===== src/rtl/tq_dct4_pkg.sv =====
// Shared constants and types for the 4-point HEVC forward DCT stage.
// Internal widths are fixed for input samples up to 19 bits.
package tq_dct4_pkg;

   localparam int C64 = 64;
   localparam int C83 = 83;
   localparam int C36 = 36;

   localparam int MUL_IN_W  = 20;
   localparam int MUL_OUT_W = 27;
   localparam int ACC_W     = 28;

   // Scaling by 64 is done as a left shift of the even terms.
   localparam int EVEN_SHL  = $clog2(C64);

   typedef logic signed [MUL_IN_W-1:0]  mul_in_t;
   typedef logic signed [MUL_OUT_W-1:0] prod_t;
   typedef logic signed [ACC_W-1:0]     acc_t;

   // One row or column of four samples, sign-extended to the butterfly width.
   typedef mul_in_t samp4_t [4];

endpackage


===== src/rtl/dct4_odd_mul.sv =====
// Constant multiplier for the odd butterfly terms: x*36 and x*83,
// built from shifts and adds only.
module dct4_odd_mul
   import tq_dct4_pkg::*;
(
   input  mul_in_t x_i,
   output prod_t   p36_o,
   output prod_t   p83_o
);

   prod_t x_ext;
   prod_t x9;
   prod_t x65;

   assign x_ext = prod_t'(x_i);

   // 9x = x + 8x, 65x = x + 64x, 83x = 65x + 18x, 36x = 9x * 4
   assign x9    = x_ext + (x_ext <<< 3);
   assign x65   = x_ext + (x_ext <<< 6);
   assign p83_o = x65 + (x9 <<< 1);
   assign p36_o = x9 <<< 2;

endmodule


===== src/rtl/dct4_1d_pipe.sv =====
// Three-stage pipelined 1-D 4-point forward DCT with valid/ready on both sides.
// Define DCT4_SATURATE_EN to clip results to OUT_W; otherwise they wrap.
module dct4_1d_pipe
   import tq_dct4_pkg::*;
#(
   parameter int IN_W  = 16,
   parameter int OUT_W = 16,
   parameter int SHIFT = 8
) (
   input  logic                    clk,
   input  logic                    rst,
   input  logic                    i_valid,
   output logic                    o_ready,
   input  logic signed [IN_W-1:0]  i_data_0,
   input  logic signed [IN_W-1:0]  i_data_1,
   input  logic signed [IN_W-1:0]  i_data_2,
   input  logic signed [IN_W-1:0]  i_data_3,
   output logic                    o_valid,
   input  logic                    i_ready,
   output logic signed [OUT_W-1:0] o_data_0,
   output logic signed [OUT_W-1:0] o_data_1,
   output logic signed [OUT_W-1:0] o_data_2,
   output logic signed [OUT_W-1:0] o_data_3
);

   // A beat is transferred on either side when its valid and ready are both
   // high at a rising edge; the whole pipe advances together on en.
   localparam acc_t RND = acc_t'(1) <<< (SHIFT - 1);

`ifdef DCT4_SATURATE_EN
   localparam acc_t SAT_MAX = acc_t'({1'b0, {(OUT_W-1){1'b1}}});
   localparam acc_t SAT_MIN = ~SAT_MAX;
`endif

   function automatic logic signed [OUT_W-1:0] reduce(input acc_t v);
`ifdef DCT4_SATURATE_EN
      if (v > SAT_MAX) begin
         return SAT_MAX[OUT_W-1:0];
      end else if (v < SAT_MIN) begin
         return SAT_MIN[OUT_W-1:0];
      end
      return v[OUT_W-1:0];
`else
      return v[OUT_W-1:0];
`endif
   endfunction

   logic en;

   logic v1_q, v2_q, v3_q;

   samp4_t  x;
   mul_in_t e0_d, e1_d, o0_d, o1_d;
   mul_in_t e0_q, e1_q, o0_q, o1_q;

   prod_t a0_d, a1_d;
   prod_t a0_q, a1_q;
   prod_t p83a_d, p36a_d, p83b_d, p36b_d;
   prod_t p83a_q, p36a_q, p83b_q, p36b_q;

   acc_t                    y_sum [4];
   logic signed [OUT_W-1:0] y_d   [4];
   logic signed [OUT_W-1:0] y_q   [4];

   assign en      = ~v3_q | i_ready;
   assign o_ready = en;
   assign o_valid = v3_q;

   assign x[0] = mul_in_t'(i_data_0);
   assign x[1] = mul_in_t'(i_data_1);
   assign x[2] = mul_in_t'(i_data_2);
   assign x[3] = mul_in_t'(i_data_3);

   always_comb begin
      e0_d = x[0] + x[3];
      e1_d = x[1] + x[2];
      o0_d = x[0] - x[3];
      o1_d = x[1] - x[2];
   end

   always_comb begin
      a0_d = (prod_t'(e0_q) + prod_t'(e1_q)) <<< EVEN_SHL;
      a1_d = (prod_t'(e0_q) - prod_t'(e1_q)) <<< EVEN_SHL;
   end

   dct4_odd_mul u_mul_o0 (
      .x_i   (o0_q),
      .p36_o (p36a_d),
      .p83_o (p83a_d)
   );

   dct4_odd_mul u_mul_o1 (
      .x_i   (o1_q),
      .p36_o (p36b_d),
      .p83_o (p83b_d)
   );

   always_comb begin
      y_sum[0] = acc_t'(a0_q);
      y_sum[1] = acc_t'(p83a_q) + acc_t'(p36b_q);
      y_sum[2] = acc_t'(a1_q);
      y_sum[3] = acc_t'(p36a_q) - acc_t'(p83b_q);
      for (int k = 0; k < 4; k++) begin
         y_d[k] = reduce((y_sum[k] + RND) >>> SHIFT);
      end
   end

   // Data registers load only behind a valid beat, so o_data stays put across bubbles.
   always_ff @(posedge clk or posedge rst) begin
      if (rst) begin
         v1_q   <= 1'b0;
         v2_q   <= 1'b0;
         v3_q   <= 1'b0;
         e0_q   <= '0;
         e1_q   <= '0;
         o0_q   <= '0;
         o1_q   <= '0;
         a0_q   <= '0;
         a1_q   <= '0;
         p83a_q <= '0;
         p36a_q <= '0;
         p83b_q <= '0;
         p36b_q <= '0;
         for (int k = 0; k < 4; k++) begin
            y_q[k] <= '0;
         end
      end else if (en) begin
         v1_q <= i_valid;
         v2_q <= v1_q;
         v3_q <= v2_q;
         if (i_valid) begin
            e0_q <= e0_d;
            e1_q <= e1_d;
            o0_q <= o0_d;
            o1_q <= o1_d;
         end
         if (v1_q) begin
            a0_q   <= a0_d;
            a1_q   <= a1_d;
            p83a_q <= p83a_d;
            p36a_q <= p36a_d;
            p83b_q <= p83b_d;
            p36b_q <= p36b_d;
         end
         if (v2_q) begin
            for (int k = 0; k < 4; k++) begin
               y_q[k] <= y_d[k];
            end
         end
      end
   end

   assign o_data_0 = y_q[0];
   assign o_data_1 = y_q[1];
   assign o_data_2 = y_q[2];
   assign o_data_3 = y_q[3];

endmodule


===== config.mk =====
export PLATFORM = sky130hd
export DESIGN_NAME = dct4_1d_pipe
export DESIGN_NICKNAME = d
export VERILOG_FILES = /design/src/rtl/tq_dct4_pkg.sv /design/src/rtl/dct4_odd_mul.sv /design/src/rtl/dct4_1d_pipe.sv
export SDC_FILE = /design/constraint.sdc
export NUM_CORES = 1
export LEC_CHECK = 0
export BUFFER_PORTS_ARGS = -buffer_cell sky130_fd_sc_hd__buf_2
export CAP_MARGIN = 15
export CELL_PAD_IN_SITES_DETAIL_PLACEMENT = 1
export CELL_PAD_IN_SITES_GLOBAL_PLACEMENT = 1
export CORE_UTILIZATION = 47
export CTS_CLUSTER_DIAMETER = 100
export CTS_CLUSTER_SIZE = 8
export DETAILED_ROUTE_END_ITERATION = 10
export PLACE_DENSITY = 0.91
export SYNTH_ARGS = -nofsm -noshare
export SYNTH_HDL_FRONTEND = slang
export SYNTH_SLANG_ARGS = --single-unit

===== constraint.sdc =====
create_clock -name clk -period 8.9 [get_ports clk]
set_clock_uncertainty 0.05 [all_clocks]
set_input_delay 0.89 -clock clk [delete_from_list [all_inputs] [get_ports clk]]
set_output_delay 0.89 -clock clk [all_outputs]
set_load 0.02 [all_outputs]

==> results.md <==
* Most frequent cells in the layout: sky130_fd_sc_hd__nand2_1, sky130_fd_sc_hd__ha_1, sky130_fd_sc_hd__dfrtp_1
* Dpl cell area at 21,500 sq um
* Synthesis-stage register bit count at 254
* Number of enable-type register cells in the synthesized netlist at 0
* Count of endpoints failing hold in the final timing report at 0
* Total of hold buffers inserted after clock tree synthesis at 0
* HPWL after detailed placement at 48.2 mm
* HP Class: reg2reg
* Post-Syn Nets at 2,728
* CTS Sinks at 254
* Standard cell with the maximum stage delay on the critical path: sky130_fd_sc_hd__dfrtp_1
* Via count normalized by instance count at 5.72
* Worst slew margin at 24.4%
* Kind of end point of the critical path: flop
* Maxcap violations at 0
* Endpoints failing setup at 0
* Crit path kind: reg2reg
* Unrepaired setup endpoints after global routing: no
* Clock latency reported for the late side of the worst-skew pair at 0.54 ns
* Worst Path Required at 9.24 ns
* Register area share after synthesis at 31.2%
* Fraction of the core area covered by cells at the end of the flow at 53.1%
* Cells after Synth at 2,357
* Crit share post-route at 58.6%
* I/O pin count at 134
* Crit Path Max Fanout at 7
* Pin count of the biggest net entering global routing at 122
* Summed negative setup slack over all endpoints at 0 ns
* Horizontal die dimension at 210 microns
* Via count of the first global-routing pass at 18,600
* Commonest non-fill, non-tap cell in the layout: sky130_fd_sc_hd__nand2_1
* Area of the die at 44,200 sq um
* Startpoint types: flop
* Final routed DRC violation total at 0
* Count of unique library cells instantiated by Yosys at 88
* DRT antenna net count at 0
* Worst Path Buf+Inv at 1
* F_max at 0.192 GHz
* Average wire length per cell after detail routing at 20.3 microns
* Root buffer cell: sky130_fd_sc_hd__clkbuf_16
* Post-CTS setup buffer count at 0
* PostCTS Resize Cnt at 0
* TritonCTS clock tree: done
* Mapped Area at 20,400 sq um
* Number of standard-cell rows in the floorplan at 75
* Run status: finished, final reports clean
* Final Slew Violations at 0
* Layout fillers at 5,040
* Register-to-register path setup slack at 3.68 ns
* Ys flop type: sky130_fd_sc_hd__dfrtp_1
* Worst-case clock buffer depth at 3
* Post-detailed-routing wire length at 61.5 mm
* Fraction of layout cells with a size suffix above 1 at 9.15%
* Slew @ Worst Pin at 1.13 ns
* Min Tclk post-route at 5.22 ns
* Die Span Y at 210 microns
* Crit path cell chain: ha_1, inv_1, fa_1, nor2b_1, o21ai_1, a211oi_1, a2111oi_2, nor2_1, a31oi_1, xnor2_1, fa_1, ha_1, a21oi_1, o21ai_0, or4_1, nor3_1, nor2_1, o21a_1, o21ai_1, a31oi_1
* GRT Util Overall at 28.2%
* Data arrival time of the critical path at 5.56 ns
* Number of buffers added by the clock tree synthesis step at 37
* Biggest cell delay along the critical path at 0.50 ns
* Core area at 42,300 sq um
* First-pass DRT Iterations at 4
* Share of synthesized registers carrying an async set or reset at 100%
* Final-stage net count at 2,817
* Kind of cell adding the most delay to the critical path: adder cells
* Routed via count at 17,300
* Clock slew at reported path FFs at 0.05 ns
* Final cell area excluding filler cells at 22,500 sq um
* Avg Cell Area, Syn at 8.64 sq um
* Routability cong. at 0.923
* Area grow syn2layout at 10.4%
* Number of diodes added for antenna fixing at 0
* Ys Warns at 0
* Number of buffers inserted by port buffering at 133
* GRT overflow at 0
* CTS H-tree lvls at 2
* Number of antenna violations at the first check in global routing at 0
* First-pass GRT wire length at 99.5 mm
* Violation count after the first detailed-route iteration at 981
* Starting density of the core at 48.1%
-- stage by stage --
step           cells  setup WS (ns)  hold slack [ns]
4_1_cts         3025           3.74            0.426
3_3_place_gp    2984           4.07            0.407
2_1_floorplan   2357          0.975            0.396
5_1_grt         3025           3.31            0.441
3_5_place_dp    2984           3.78            0.415
6_report        3025           3.68            0.421
-- synth_stat cells, drive strengths merged (5+ instances only) --
master	n	share of area [%]
a2111oi	12	0.77
a211o	6	0.26
a211oi	14	0.54
a21o	42	1.5
a21oi	140	3.5
a31oi	29	0.92
and2	9	0.28
and3	9	0.30
buf	9	0.23
clkbuf	79	1.5
dfrtp	254	31
fa	40	3.9
ha	263	16
inv	181	3.3
mux2	11	0.61
nand2	341	6.3
nand2b	27	0.83
nand3	36	0.88
nand3b	6	0.22
nand4	14	0.43
nor2	126	2.3
nor2b	22	0.71
nor3	33	0.81
nor4	11	0.34
o211ai	7	0.26
o21a	21	0.77
o21ai	280	6.9
o21bai	29	1.1
o31ai	10	0.46
o41ai	6	0.30
or3	18	0.55
or4	5	0.20
xnor2	143	6.2
xor2	57	2.5
-- state kept, by name, indices dropped and copies added (netlist names) --
register	flops
p83b_q	24
p83a_q	23
p36a_q	20
p36b_q	20
a0_q	17
a1_q	17
e0_q	17
e1_q	17
o0_q	16
o1_q	16
o_data_0	16
o_data_1	16
o_data_2	16
o_data_3	16
o_valid	1
v1_q	1
v2_q	1
-- worst register-to-register path: stages (launching register included) --
cell and delay [ns]:
sky130_fd_sc_hd__dfrtp_1 0.50, sky130_fd_sc_hd__ha_1 0.25, sky130_fd_sc_hd__inv_1 0.07, sky130_fd_sc_hd__fa_1 0.42, sky130_fd_sc_hd__nor2b_1 0.17, sky130_fd_sc_hd__o21ai_1 0.12
sky130_fd_sc_hd__a211oi_1 0.38, sky130_fd_sc_hd__a2111oi_2 0.13, sky130_fd_sc_hd__nor2_1 0.26, sky130_fd_sc_hd__a31oi_1 0.15, sky130_fd_sc_hd__xnor2_1 0.23, sky130_fd_sc_hd__fa_1 0.46
sky130_fd_sc_hd__ha_1 0.40, sky130_fd_sc_hd__a21oi_1 0.20, sky130_fd_sc_hd__o21ai_0 0.13, sky130_fd_sc_hd__or4_1 0.41, sky130_fd_sc_hd__nor3_1 0.25, sky130_fd_sc_hd__nor2_1 0.10
sky130_fd_sc_hd__o21a_1 0.19, sky130_fd_sc_hd__o21ai_1 0.12, sky130_fd_sc_hd__a31oi_1 0.10
-- area by class of cell --
| class | count | area, sq um | share of cell area (%) |
|---|---|---|---|
| Clock inverter | 1 | 8.76 | 0.0390 |
| Tap cell | 577 | 722 | 3.21 |
| Multi-Input combinational cell | 1834 | 13000 | 57.9 |
| Timing Repair Buffer | 138 | 703 | 3.13 |
| Inverter | 181 | 687 | 3.06 |
| Clock buffer | 40 | 990 | 4.40 |
| Sequential cell | 254 | 6360 | 28.3 |
-- routing by layer --
layer | GRT usage (%) | wire, microns | vias to the layer above
li1 | - | - | 8294
met1 | 35.6 | 27300 | 8601
met2 | 49.8 | 30300 | 295
met3 | 3.26 | 1900 | 116
met4 | 9.44 | 1890 | 0
met5 | 0 | 0 | -
-- final timing paths --
check,start,endpoint,depth (start not counted)
max,e0_q[0],p83a_q[23],20
min,o_data_1[7],o_data_1[7],2
max reg2reg,e0_q[0],p83a_q[23],20
min reg2reg,o_data_1[7],o_data_1[7],2
max in group asynchronous,rst,o1_q[8],3
min in group asynchronous,rst,o_data_2[5],2
-- cell families (layout without fill, tap and decap cells) --
| kind of cell | after synthesis | count (layout) | synth area share (%) |
|---|---|---|---|
| simple gates | 671 | 671 | 14.7 |
| compound gates | 647 | 647 | 19.6 |
| fa+ha+maj | 303 | 303 | 20.1 |
| buf+inv | 269 | 360 | 5.03 |
| flops | 254 | 254 | 31.2 |
| xor+xnor | 200 | 200 | 8.60 |
| mux | 13 | 13 | 0.707 |
Power is not shown: default switching activity piles up to over one toggle a cycle in this logic, so the estimate is an artifact.
